--- config.mk ---
export PLATFORM = sky130hd
export DESIGN_NAME = icache_flat
export DESIGN_NICKNAME = d
export VERILOG_FILES = /design/src/rtl/icache_if.sv /design/src/rtl/icache.sv /design/src/flat_wrapper.sv
export SDC_FILE = /design/constraint.sdc
export NUM_CORES = 1
export LEC_CHECK = 0
export BUFFER_PORTS_ARGS = -buffer_cell sky130_fd_sc_hd__buf_2
export CORE_MARGIN = 1
export CORE_UTILIZATION = 61
export DETAILED_ROUTE_END_ITERATION = 16
export HOLD_SLACK_MARGIN = 0.03
export PLACE_DENSITY_LB_ADDON = 0.1
export SLEW_MARGIN = 20
export SYNTH_ARGS = -nofsm -noshare
export SYNTH_HDL_FRONTEND = slang
export SYNTH_SLANG_ARGS = --single-unit
--- constraint.sdc ---
create_clock -name clk -period 14.96 [get_ports clk]
set_clock_uncertainty 0.1 [all_clocks]
set_input_delay 2.992 -clock clk [delete_from_list [all_inputs] [get_ports clk]]
set_output_delay 2.992 -clock clk [all_outputs]
set_load 0.01 [all_outputs]
--- src/rtl/icache_if.sv ---
`default_nettype none
// ============================================================================
//  Module      : icache_if
//  Description : Bundle of the fetch-unit request/response signals and the
//                memory-controller refill signals seen by the icache.
//                The slave modport is the cache side; the master modport is
//                the environment (fetch unit plus memory controller).
//  Revision    : 1.0 - initial release
// ============================================================================
interface icache_if;
    logic        if_valid;
    logic [31:0] if_pc;
    logic        ins_ok;
    logic [31:0] ins;
    logic [31:0] mc_addr;
    logic        mc_flag;
    logic [31:0] mc_val;
    logic        mc_isok;

    modport slave (
        input  if_valid, if_pc, mc_val, mc_isok,
        output ins_ok, ins, mc_addr, mc_flag
    );

    modport master (
        output if_valid, if_pc, mc_val, mc_isok,
        input  ins_ok, ins, mc_addr, mc_flag
    );
endinterface
`default_nettype wire

--- src/rtl/icache.sv ---
`default_nettype none
// ============================================================================
//  Module      : icache
//  Description : Direct-mapped, read-only instruction cache with one 32-bit
//                word per line. Hits are answered combinationally; a miss
//                issues a single-word refill to the memory controller, then
//                spends one settle cycle with the request dropped before
//                returning to idle.
//  Revision    : 1.0 - initial release
// ============================================================================
module icache #(
    parameter int INDEX_BITS = 4
) (
    input  wire logic   clk,
    input  wire logic   rst,
    input  wire logic   rdy,
    input  wire logic   clr,
    icache_if.slave     bus
);

    localparam int LINES = 1 << INDEX_BITS;
    localparam int TAG_W = 30 - INDEX_BITS;

    typedef enum logic [1:0] {
        IDLE   = 2'd0,
        FETCH  = 2'd1,
        SETTLE = 2'd2
    } state_t;

    state_t                  state;
    logic [LINES-1:0]        valid;
    logic [TAG_W-1:0]        tag_mem  [LINES];
    logic [31:0]             data_mem [LINES];
    // Word address (byte address >> 2) of the outstanding miss.
    logic [29:0]             miss_word;

    logic [INDEX_BITS-1:0]   req_idx;
    logic [TAG_W-1:0]        req_tag;
    logic [INDEX_BITS-1:0]   miss_idx;
    logic [TAG_W-1:0]        miss_tag;
    logic                    hit;
    logic                    fill;
    logic                    unused_pc_bits;

    assign req_idx  = bus.if_pc[INDEX_BITS+1:2];
    assign req_tag  = bus.if_pc[31:INDEX_BITS+2];
    assign miss_idx = miss_word[INDEX_BITS-1:0];
    assign miss_tag = miss_word[29:INDEX_BITS];

    // Byte offset within the word is irrelevant to a word-granular cache.
    assign unused_pc_bits = ^bus.if_pc[1:0];

    assign hit  = valid[req_idx] && (tag_mem[req_idx] == req_tag);

    // A refill lands only when the controller completes, the cache is
    // enabled, and no redirect is cancelling the fetch in the same cycle.
    assign fill = rdy && (state == FETCH) && bus.mc_isok && !clr;

    // Hit path is purely combinational; reset and redirect mask it.
    assign bus.ins_ok  = !rst && (state == IDLE) && bus.if_valid && !clr && hit;
    assign bus.ins     = bus.ins_ok ? data_mem[req_idx] : 32'h0;

    // Refill request is visible only while fetching; address is the latched one.
    assign bus.mc_flag = (state == FETCH);
    assign bus.mc_addr = (state == FETCH) ? {miss_word, 2'b00} : 32'h0;

    // Control FSM, valid bits and miss address; everything frozen while rdy=0.
    always_ff @(posedge clk or posedge rst) begin
        if (rst) begin
            state     <= IDLE;
            valid     <= '0;
            miss_word <= '0;
        end else if (rdy) begin
            case (state)
                IDLE: begin
                    if (bus.if_valid && !clr && !hit) begin
                        miss_word <= bus.if_pc[31:2];
                        state     <= FETCH;
                    end
                end
                FETCH: begin
                    if (clr) begin
                        state <= IDLE;
                    end else if (bus.mc_isok) begin
                        valid[miss_idx] <= 1'b1;
                        state           <= SETTLE;
                    end
                end
                SETTLE: begin
                    state <= IDLE;
                end
                default: begin
                    state <= IDLE;
                end
            endcase
        end
    end

    // Tag and data arrays carry no reset; the valid bits gate their use.
    always_ff @(posedge clk) begin
        if (fill) begin
            tag_mem[miss_idx]  <= miss_tag;
            data_mem[miss_idx] <= bus.mc_val;
        end
    end

endmodule
`default_nettype wire
--- src/flat_wrapper.sv ---
// flat-port wrapper written by rule: the top's interface ports become plain ports
module icache_flat 
#(
    parameter int INDEX_BITS = 4
)
  (clk, rst, rdy, clr, bus_if_valid, bus_if_pc, bus_mc_val, bus_mc_isok, bus_ins_ok, bus_ins, bus_mc_addr, bus_mc_flag);
  icache_if bus_i ();
  input  wire logic clk;
  input  wire logic rst;
  input  wire logic rdy;
  input  wire logic clr;
  input wire logic [$bits(bus_i.if_valid)-1:0] bus_if_valid;
  input wire logic [$bits(bus_i.if_pc)-1:0] bus_if_pc;
  input wire logic [$bits(bus_i.mc_val)-1:0] bus_mc_val;
  input wire logic [$bits(bus_i.mc_isok)-1:0] bus_mc_isok;
  output wire logic [$bits(bus_i.ins_ok)-1:0] bus_ins_ok;
  output wire logic [$bits(bus_i.ins)-1:0] bus_ins;
  output wire logic [$bits(bus_i.mc_addr)-1:0] bus_mc_addr;
  output wire logic [$bits(bus_i.mc_flag)-1:0] bus_mc_flag;
  assign bus_i.if_valid = bus_if_valid;
  assign bus_i.if_pc = bus_if_pc;
  assign bus_i.mc_val = bus_mc_val;
  assign bus_i.mc_isok = bus_mc_isok;
  assign bus_ins_ok = bus_i.ins_ok;
  assign bus_ins = bus_i.ins;
  assign bus_mc_addr = bus_i.mc_addr;
  assign bus_mc_flag = bus_i.mc_flag;
  icache #(.INDEX_BITS(INDEX_BITS)) u_core (.clk(clk), .rst(rst), .rdy(rdy), .clr(clr), .bus(bus_i));
endmodule
==> summary.md, run 1 <==
| Metric | Value |
|---|---|
| Clock sinks | `~980` |
| Largest net degree at the start of global routing | `slightly below 70` |
| Area after DPL | `between 0.04 and 0.05 mm2` |
| Final instance area | `~0.044 mm2` |
| Area Overhead vs Synth | `12.0%` |
| Hold/Removal Path Class | `reg -> reg` |
| Crit path to | `bus_ins[29]` |
| RR Endpoint | `u_core.state[0]` |
| Setup repair bufs after CTS | `0` |
| Post-CTS sizing | `0` |
| Worst EP arrival | `a little under 8 ns` |
| # setup viols final | `0` |
| R2r startpoint | `u_core.tag_mem[1][4]` |
| WL final | `just over 90000 um` |
| Number of port buffers | `about 130` |
| Post-synthesis sequential area ratio | `around three quarters` |
| Share of the synthesized area in the top cell type | `between 70 and 80%` |
| Initial core utilization | `about three fifths` |
| Crit share post-route | `73.8%` |
| CTS tree | `yes` |
| Flop2flop setup slack | `between 10 and 15 ns` |
| Total gr overflow | `0` |
| R2R depth | `8` |
| Cells after DPL | `2803` |
| RSZ-0062 raised after global routing | `no` |
| Crit. Startpoint | `bus_if_pc[3]` |
| Cell area power density | `approximately 130 mW/mm2` |
| Worst Setup End Kind | `primary output` |
| Cell variety after synth | `71` |
| Number of I/O pins | `136` |
| Count leader, synth | `edfxtp_1` |
| GPL Wtd Cong | `about 0.93` |
| H-tree levels | `3` |
| Hold Violations, Final | `0` |
| Synth Cell Area | `roughly 0.039 mm2` |
| Vias | `between 20k and 25k` |
| DP Wirelength | `49100 um` |
| Ys Warns | `0` |
| Clock Tree Root | `clkbuf_16` |
| Fmax | `slightly above 90 MHz` |
| Clock slew seen by the registers of the worst setup and hold paths | `0.06 ns` |
| Clk Latency, worst-skew pair | `roughly 0.64 ns` |
| Final min period | `11.03 ns` |
| Worst rel slew slack | `a little under a quarter` |
| Die ar. | `~0.065 mm2` |
| Die height | `256 um` |
| Number of global-route vias before repair | `approximately 20k` |
| Post-DRT Antenna Nets | `0` |
| Total CTS buffers | `96` |
| Post-synth EDFFs | `between 900 and 1k` |
| NumNets Final | `2126` |
| GR Util All Layers | `28.3%` |
| Dominant cells by area after synthesis | `edfxtp_1, mux4_2, dfrtp_1` |
| Actual slew at the worst max-slew pin | `~1.1 ns` |
| Fin Hold WS | `about 0.37 ns` |
| DRC | `0` |
| Yosys top cell by area | `edfxtp_1` |
| Dominant synthesized flop cell | `edfxtp_1` |
| Die W | `~260 um` |
| Syn_area_per_cell | `about 21 um2` |
| CP Launch Type | `primary input` |
| Final TNS setup | `0 ns` |
| DR vias/cell | `6.75` |
| Crit path max fanout | `52` |
| Post-CTS Hold Buffers | `0` |
| Most common library cells after synthesis | `edfxtp_1, mux4_2, nand3_1, mux2i_1, nand2_1` |
| Peak VDD IR | `0.118 mV` |
| Clock buffer depth | `3` |
| Std cell rows | `92` |
| # Max-Cap Violations | `0` |
| Worst EP required | `between 10 and 15 ns` |
| Core area | `0.0634 mm2` |
| Status | `completed` |
| First-pass GRT wire length | `~130000 um` |
| FFs w/ async S/R, synth | `4.92%` |
| Initial antenna violation count | `6` |
| Final worst-path setup slack | `3.93 ns` |
| Place WS | `about 4.0 ns` |
| Yosys reg bits | `976` |
| Layout cells sized above 1 | `approximately 30%` |
| Finished Layout Cells | `a little under 3k` |
| Final Max Tran Viols | `0` |
| Syn Inst Count | `about 1.9k` |
| First-pass iteration count of the detailed router | `7` |
| DRT iter0 DRCs | `roughly 2.5k` |
| Leak | `about 14 nW` |
| CP Class | `in -> out` |
| Final routed wire length divided by cell count | `around 31 um` |
[worst min-delay path by stage]
stage | end | slack, ns | cells past startpoint | start
after floorplan | u_core.valid[10] | 0.33 | 1 | u_core.valid[10]
after global placement | u_core.valid[2] | 0.35 | 1 | u_core.valid[2]
after detailed placement | u_core.valid[7] | 0.35 | 1 | u_core.valid[7]
after CTS | u_core.valid[7] | 0.36 | 1 | u_core.valid[7]
after global routing | u_core.valid[8] | 0.38 | 1 | u_core.valid[8]
final | u_core.valid[9] | 0.37 | 1 | u_core.valid[9]
[registers in the layout (all words and copies together), names as in the netlist]
name,flops
u_core.tag_mem,416
u_core.miss_word,30
u_core.data_mem,512
u_core.state,2
u_core.valid,16
[critical path, stage by stage]
cell and delay [ns]:
buf_4 0.33, buf_4 0.54, buf_4 0.80, nor2b_1 0.38
a221o_1 0.27, or3_1 0.14, nand4_1 0.12, or4b_4 0.55
nor3_4 0.22, nand4_4 0.81, nor3b_2 0.49, buf_2 0.19
[metal layers]
metal | vias up | wire length (um) | track usage [%]
li1 | 8240 | - | -
met1 | 10700 | 37000 | 41.7
met2 | 1077 | 44300 | 44.6
met3 | 146 | 7540 | 4.65
met4 | 6 | 2150 | 8.37
met5 | - | 41 | 0
[power by group]
| part | internal, mW | switching [mW] | total, mW | leakage (nW) |
|---|---|---|---|---|
| registers | 3.10 | 0.100 | 3.20 | 9.00 |
| clock network | 1.40 | 0.996 | 2.39 | 1.54 |
| logic | 0.140 | 0.189 | 0.329 | 3.96 |
| total | 4.63 | 1.29 | 5.92 | 14.5 |
[per-stage QoR]
stage / power (mW) / utilization (%)
after floorplan: 3.43 / -
after global placement: 3.56 / 64.4
after detailed placement: 3.58 / 64.4
after CTS: 5.94 / 69.4
after global routing: 6.08 / 69.4
final: 5.92 / 69.4
[layout make-up]
type / instances / area, um2
Timing Repair Buffer: 181 / 1070
Clock inverter: 52 / 544
Inverter: 11 / 43.8
Clock buffer: 123 / 2600
Antenna cell: 3 / 7.51
Fill cell: 3870 / 19400
Multi-Input combinational cell: 790 / 9660
Sequential cell: 976 / 29100
Tap cell: 846 / 1060
[cell families after synthesis]
kind of cell / after synthesis / share of synthesized area, %
flip-flops: 976 / 73.9
AND/OR/NAND/NOR: 344 / 5.40
multiplexers: 323 / 16.4
buffers and inverters: 130 / 1.83
AO/OA/AOI/OAI: 98 / 1.94
XOR/XNOR: 23 / 0.512
other: 1 / 0.00954
[cells in the final DEF, fill, tap and decap left out, drive strengths merged, types with 36 or more instances in the layout]
cell type / n
edfxtp: 928
mux4: 253
buf: 181
clkbuf: 123
nand3: 76
mux2i: 65
nand2: 59
dfrtp: 48
clkinv: 42
nor2: 36
Power figures use the tool's default switching activity.
==> run 2, diff against run 1 <==
--- a/config.mk
+++ b/config.mk
@@ -7,7 +7,7 @@
 export LEC_CHECK = 0
 export BUFFER_PORTS_ARGS = -buffer_cell sky130_fd_sc_hd__buf_2
 export CORE_MARGIN = 1
-export CORE_UTILIZATION = 61
+export CORE_UTILIZATION = 56
 export DETAILED_ROUTE_END_ITERATION = 16
 export HOLD_SLACK_MARGIN = 0.03
 export PLACE_DENSITY_LB_ADDON = 0.1
==> constraint.sdc (replaced) <==
create_clock -name clk -period 10 [get_ports clk]
set_clock_uncertainty 0.1 [all_clocks]
set_input_delay 2 -clock clk [delete_from_list [all_inputs] [get_ports clk]]
set_output_delay 2 -clock clk [all_outputs]
set_load 0.01 [all_outputs]
==> summary.md, run 2 (synthesis gave the netlist of run 1 again) <==
| Metric | Value |
|---|---|
| Status | `completed` |
| Worst EP arrival | `5.93 ns (-2.01 ns)` |
| Initial core utilization | `56.9% (-5.1 points)` |
| Die W | `267 um (+4.3%)` |
| WL final | `93500 um (+2.7%)` |
| CP Class | `in -> out` |
| Actual slew at the worst max-slew pin | `1.16 ns (+0.0127 ns)` |
| Clock buffer depth | `3 (unchanged)` |
| Clk Latency, worst-skew pair | `0.66 ns (+0.02 ns)` |
| Top Registers | `u_core.data_mem (512), u_core.tag_mem (416), u_core.miss_word (30)` |
| Post-CTS sizing | `0 (unchanged)` |
| Final worst-path setup slack | `1.97 ns (-1.95 ns)` |
| Fin util | `63.9% (-5.5 points)` |
| Worst path bufs/invs | `4 (unchanged)` |
| DRC | `0 (unchanged)` |
| # setup viols final | `0 (unchanged)` |
| Largest net degree at the start of global routing | `82 (+19%)` |
| Die height | `267 um (+4.3%)` |
| DRT iter0 DRCs | `2208 (-13%)` |
| Clock sinks | `976 (unchanged)` |
| Filler instances | `4708 (+22%)` |
| CP peak stage delay | `0.68 ns (-0.13 ns)` |
| Area after DPL | `0.0410 mm2 (+0.38%)` |
| R2R depth | `9 (+1)` |
| RSZ-0062 raised after global routing | `no` |
| Commonest non-fill, non-tap cells in the layout | `edfxtp_1, mux4_2, buf_2, clkbuf_16, nand3_1` |
| Commonest non-fill, non-tap cell in the layout | `edfxtp_1` |
| Peak VDD IR | `0.142 mV (+20%)` |
| Hold/Removal Path Class | `reg -> reg` |
| Worst Setup End Kind | `primary output` |
| Number of port buffers | `131 (unchanged)` |
| Worst rel slew slack | `23.0% (-0.67 points)` |
| Cell area power density | `200 mW/mm2 (+48%)` |
| Clock Tree Root | `clkbuf_16` |
| Vias | `20.0k (-0.79%)` |
| Crit path max fanout | `49 (-5.8%)` |
| Clock slew seen by the registers of the worst setup and hold paths | `0.06 ns (about the same)` |
| Final routed wire length divided by cell count | `30.4 um (-0.45%)` |
| CP delay by family, top | `buffers and inverters` |
| Number of I/O pins | `136 (unchanged)` |
| Crit share post-route | `80.3%` |
| Hold Violations, Final | `0 (unchanged)` |
| CP Launch Type | `primary input` |
| GR Util All Layers | `26.8% (-1.5 points)` |
| Final TNS setup | `0 ns (unchanged)` |
| Post-CTS Hold Buffers | `0 (unchanged)` |
| Crit. path cell count | `12 (unchanged)` |
| Std cell rows | `96 (+4.3%)` |
| Max reg flops | `512 (unchanged)` |
| Final instance area | `0.0441 mm2 (+0.21%)` |
| Place WS | `1.99 ns (-1.97 ns)` |
| CTS tree | `yes` |
| Crit path max-delay cell type | `buf_4` |
| # Max-Cap Violations | `0 (unchanged)` |
| Area Overhead vs Synth | `12.3%` |
| Layout cells sized above 1 | `30.3% (+0.25 points)` |
| Crit path cell chain | `buf_4 -> buf_4 -> mux4_2 -> mux2i_1 -> xnor2_1 -> o21ai_0 -> o211ai_1 -> nor3_4 -> nand4_4 -> buf_4 -> nor3b_2 -> buf_2` |
| Worst EP required | `7.90 ns (-3.97 ns)` |
| GPL Wtd Cong | `0.902 (-3.0%)` |
| H-tree levels | `3 (unchanged)` |
| Largest Register | `u_core.data_mem` |
| NumNets Final | `2131 (+0.24%)` |
| First-pass iteration count of the detailed router | `7 (unchanged)` |
| DP Wirelength | `49800 um (+1.4%)` |
| Total gr overflow | `0 (unchanged)` |
| First-pass GRT wire length | `136000 um (+0.91%)` |
| Final Max Tran Viols | `0 (unchanged)` |
| Leak | `14.5 nW (about the same)` |
| Final min period | `around 8.0 ns` |
| Number of global-route vias before repair | `19.8k (-2.0%)` |
| Die ar. | `0.0713 mm2 (+8.9%)` |
| Hold Path Depth | `1 (unchanged)` |
| Fmax | `125 MHz` |
| Total CTS buffers | `97 (+1.0%)` |
| Initial antenna violation count | `4 (-2)` |
| Core area | `0.0691 mm2 (+8.9%)` |
| Power Total | `8.81 mW (+49%)` |
| DR vias/cell | `6.49 (-3.8%)` |
| Cell mode on critical path | `buf_4` |
| Setup repair bufs after CTS | `0 (unchanged)` |
| Post-DRT Antenna Nets | `0 (unchanged)` |
[run 2: changes by cell type in the layout (fill, tap and decap cells not counted), moves of 2 or more]
cell       delta
clkinv_2      +8
bufinv_16     -2
clkbuf_8      -3
clkinv_8      -2
inv_6         +3
buf_4         +3
[run 2: per-stage QoR]
step	instances	hold WS, ns
floorplan	1896	0.334
global placement	2891	0.345
detailed placement	2892	0.350
CTS	3072	0.365
global route	3075	0.376
finish	3076	0.366
[run 2: metal layers]
metal | vias up | share of wire [%] | track usage (%)
met5 | - | 0.024 | 0
met3 | 127 | 7.5 | 4.30
met4 | 4 | 1.7 | 6.94
met2 | 902 | 49 | 42.1
li1 | 8273 | - | -
met1 | 10700 | 42 | 39.7
[run 2: where the power goes]
part	internal, mW	switching [mW]
clock	2.02	1.50
combinational	0.212	0.288
sequential	4.63	0.152
[run 2: final timing paths]
check / slack [ns] / start / end
worst max-delay path: 1.97 / bus_if_pc[3] / bus_ins[24]
worst min-delay path: 0.37 / u_core.valid[8] / u_core.valid[8]
worst max register to register: 5.90 / u_core.tag_mem[15][6] / u_core.miss_word[11]
worst min register to register: 0.37 / u_core.valid[8] / u_core.valid[8]
max in group asynchronous: 7.74 / rst / u_core.miss_word[14]
min in group asynchronous: 1.56 / rst / u_core.valid[10]
[run 2: area by class of cell]
class                   instances  area [um2]  share of cell area (%)
inverters                      11        42.5                  0.0964
diodes                          3        7.51                  0.0170
well taps                     931        1160                    2.64
flip-flops and latches        976       29100                    65.9
clock inverters                60         527                    1.19
repair buffers                185        1120                    2.53
multi-input cells             790        9660                    21.9
clock buffers                 120        2550                    5.79
[run 2: worst reg2reg max path, cell delays in order (launching register included)]
cell	delay, ns
edfxtp_1	0.35
mux4_2	0.48
mux2i_1	0.32
xor2_1	0.33
a21oi_1	0.23
nor4bb_1	0.38
nand4b_1	0.78
buf_4	0.53
o311ai_1	0.34
nand3_1	0.13
==> run 3, diff against run 2 <==
--- a/config.mk
+++ b/config.mk
@@ -7,7 +7,7 @@
 export LEC_CHECK = 0
 export BUFFER_PORTS_ARGS = -buffer_cell sky130_fd_sc_hd__buf_2
 export CORE_MARGIN = 1
-export CORE_UTILIZATION = 56
+export CORE_UTILIZATION = 61
 export DETAILED_ROUTE_END_ITERATION = 16
 export HOLD_SLACK_MARGIN = 0.03
 export PLACE_DENSITY_LB_ADDON = 0.1
==> constraint.sdc (replaced) <==
create_clock -name clk -period 8.3 [get_ports clk]
set_clock_uncertainty 0.1 [all_clocks]
set_input_delay 1.66 -clock clk [delete_from_list [all_inputs] [get_ports clk]]
set_output_delay 1.66 -clock clk [all_outputs]
set_load 0.01 [all_outputs]
==> summary.md, run 3 (synthesis gave the netlist of run 1 again) <==
| Metric | Value |
|---|---|
| Final Max Tran Viols | `0 (unchanged)` |
| Clock sinks | `976 (unchanged)` |
| Vias | `20.1k (+0.71%)` |
| Largest Register | `u_core.data_mem` |
| Number of port buffers | `131 (unchanged)` |
| # Max-Cap Violations | `0 (unchanged)` |
| Initial antenna violation count | `6 (+2)` |
| CP Class | `in -> out` |
| Peak VDD IR | `0.157 mV (+11%)` |
| Commonest non-fill, non-tap cell in the layout | `edfxtp_1` |
| Status | `completed` |
| Cells after DPL | `2811 (-2.8%)` |
| Crit path cell chain | `buf_8 -> buf_4 -> mux4_2 -> mux2i_1 -> mux2i_1 -> xnor2_1 -> and4b_1 -> nand4_4 -> buf_12 -> nor3b_2 -> buf_2` |
| Max reg flops | `512 (unchanged)` |
| Setup repair bufs after CTS | `0 (unchanged)` |
| Cell mode on critical path | `mux2i_1` |
| Std cell rows | `92 (-4.2%)` |
| Actual slew at the worst max-slew pin | `1.10 ns (-0.0586 ns)` |
| # setup viols final | `0 (unchanged)` |
| Layout cells sized above 1 | `30.0% (-0.37 points)` |
| Crit path max fanout | `76 (+55%)` |
| Fin util | `69.3% (+5.4 points)` |
| Area Overhead vs Synth | `11.8%` |
| Final TNS setup | `0 ns (unchanged)` |
| Initial core utilization | `62.0% (+5.1 points)` |
| Worst rel slew slack | `26.7% (+3.7 points)` |
| Hold/Removal Path Class | `reg -> reg` |
| CP peak stage delay | `0.56 ns (-0.12 ns)` |
| Core area | `0.0634 mm2 (-8.2%)` |
| Total CTS buffers | `94 (-3.1%)` |
| Cell area power density | `239 mW/mm2 (+20%)` |
| NumNets Final | `2131 (unchanged)` |
| RSZ-0062 raised after global routing | `no` |
| Total gr overflow | `0 (unchanged)` |
| GPL Wtd Cong | `0.942 (+4.4%)` |
| Power Total | `10.5 mW (+19%)` |
| Top Registers | `u_core.data_mem (512), u_core.tag_mem (416), u_core.miss_word (30)` |
| Clock buffer depth | `3 (unchanged)` |
| Hold Violations, Final | `0 (unchanged)` |
| First-pass GRT wire length | `135000 um (-0.15%)` |
| GR Util All Layers | `28.6% (+1.8 points)` |
| Die W | `256 um (-4.2%)` |
| Commonest non-fill, non-tap cells in the layout | `edfxtp_1, mux4_2, buf_2, clkbuf_16, nand3_1` |
| Clk Latency, worst-skew pair | `0.64 ns (-0.02 ns)` |
| First-pass iteration count of the detailed router | `5 (-2)` |
| DRC | `0 (unchanged)` |
| Number of global-route vias before repair | `20.2k (+1.7%)` |
| WL final | `91900 um (-1.6%)` |
| Post-DRT Antenna Nets | `0 (unchanged)` |
| Number of I/O pins | `136 (unchanged)` |
| Worst EP required | `6.54 ns (-1.36 ns)` |
| Final min period | `7.09 ns` |
| CTS tree | `yes` |
| DP Wirelength | `49800 um (+0.11%)` |
| Clock Tree Root | `clkbuf_16` |
| Post-CTS Hold Buffers | `0 (unchanged)` |
| Largest net degree at the start of global routing | `77 (-6.1%)` |
| Crit path max-delay cell type | `mux4_2` |
| Fmax | `approximately 140 MHz` |
| DR vias/cell | `6.74 (+3.7%)` |
| Die ar. | `0.0655 mm2 (-8.1%)` |
| H-tree levels | `3 (unchanged)` |
| Crit share post-route | `85.4%` |
| Worst Setup End Kind | `primary output` |
| Leak | `14.4 nW (-0.35%)` |
| Die height | `256 um (-4.2%)` |
| Finished Layout Cells | `2986 (-2.9%)` |
| Worst EP arrival | `5.33 ns (-0.60 ns)` |
| CP Launch Type | `primary input` |
| Clock slew seen by the registers of the worst setup and hold paths | `0.06 ns (about the same)` |
| DRT iter0 DRCs | `2555 (+16%)` |
| Post-CTS sizing | `0 (unchanged)` |
| Final routed wire length divided by cell count | `30.8 um (+1.3%)` |
==> run 3: changes by cell type in the layout (fill, tap and decap cells not counted), sizes merged <==
cell and delta:
buf +3, diode +2, clkbuf +2, clkinv -9
inv -3
==> run 3: worst paths after layout <==
path,cells after the start,from,slack (ns),to
setup / recovery,11,bus_if_pc[4],1.21,bus_ins[19]
hold / removal,1,u_core.valid[10],0.36,u_core.valid[10]
setup reg to reg,9,u_core.tag_mem[15][6],4.42,u_core.miss_word[7]
hold reg to reg,1,u_core.valid[10],0.36,u_core.valid[10]
max in group asynchronous,2,rst,6.31,u_core.miss_word[29]
min in group asynchronous,2,rst,1.21,u_core.valid[2]
==> run 3: routing by layer <==
layer	up-vias	part of all wire [%]	GRT usage, %
li1	8259	-	-
met1	10700	41	41.8
met2	997	49	45.4
met3	173	8.1	5.11
met4	6	2.5	7.82
met5	-	0.038	0
==> run 3: area by class of cell <==
class / instances / area (um2)
repair buffers: 188 / 1150
inverters: 11 / 43.8
multi-input cells: 790 / 9660
flip-flops and latches: 976 / 29100
well taps: 846 / 1060
diodes: 5 / 12.5
fillers: 3874 / 19500
clock buffers: 122 / 2520
clock inverters: 48 / 447
==> run 3: through the flow <==
stage,cell area (um2),worst slack [ns],hold slack (ns)
final,44000,1.21,0.365
after global routing,44000,1.01,0.387
after CTS,43900,1.22,0.367
after detailed placement,41000,1.24,0.351
after global placement,41000,1.27,0.346
after floorplan,39300,1.32,0.334
==> run 3: critical path: cells and delay by family <==
kind | cells | cell delay [ns]
xor+xnor | 1 | 0.40
buf+inv | 4 | 1.45
mux | 3 | 0.90
simple gates | 3 | 0.70
==> run 3: report_power, final <==
group	internal (mW)	switching, mW
Clock	2.39	1.77
Sequential	5.58	0.180
Combinational	0.255	0.342
Total	8.22	2.29
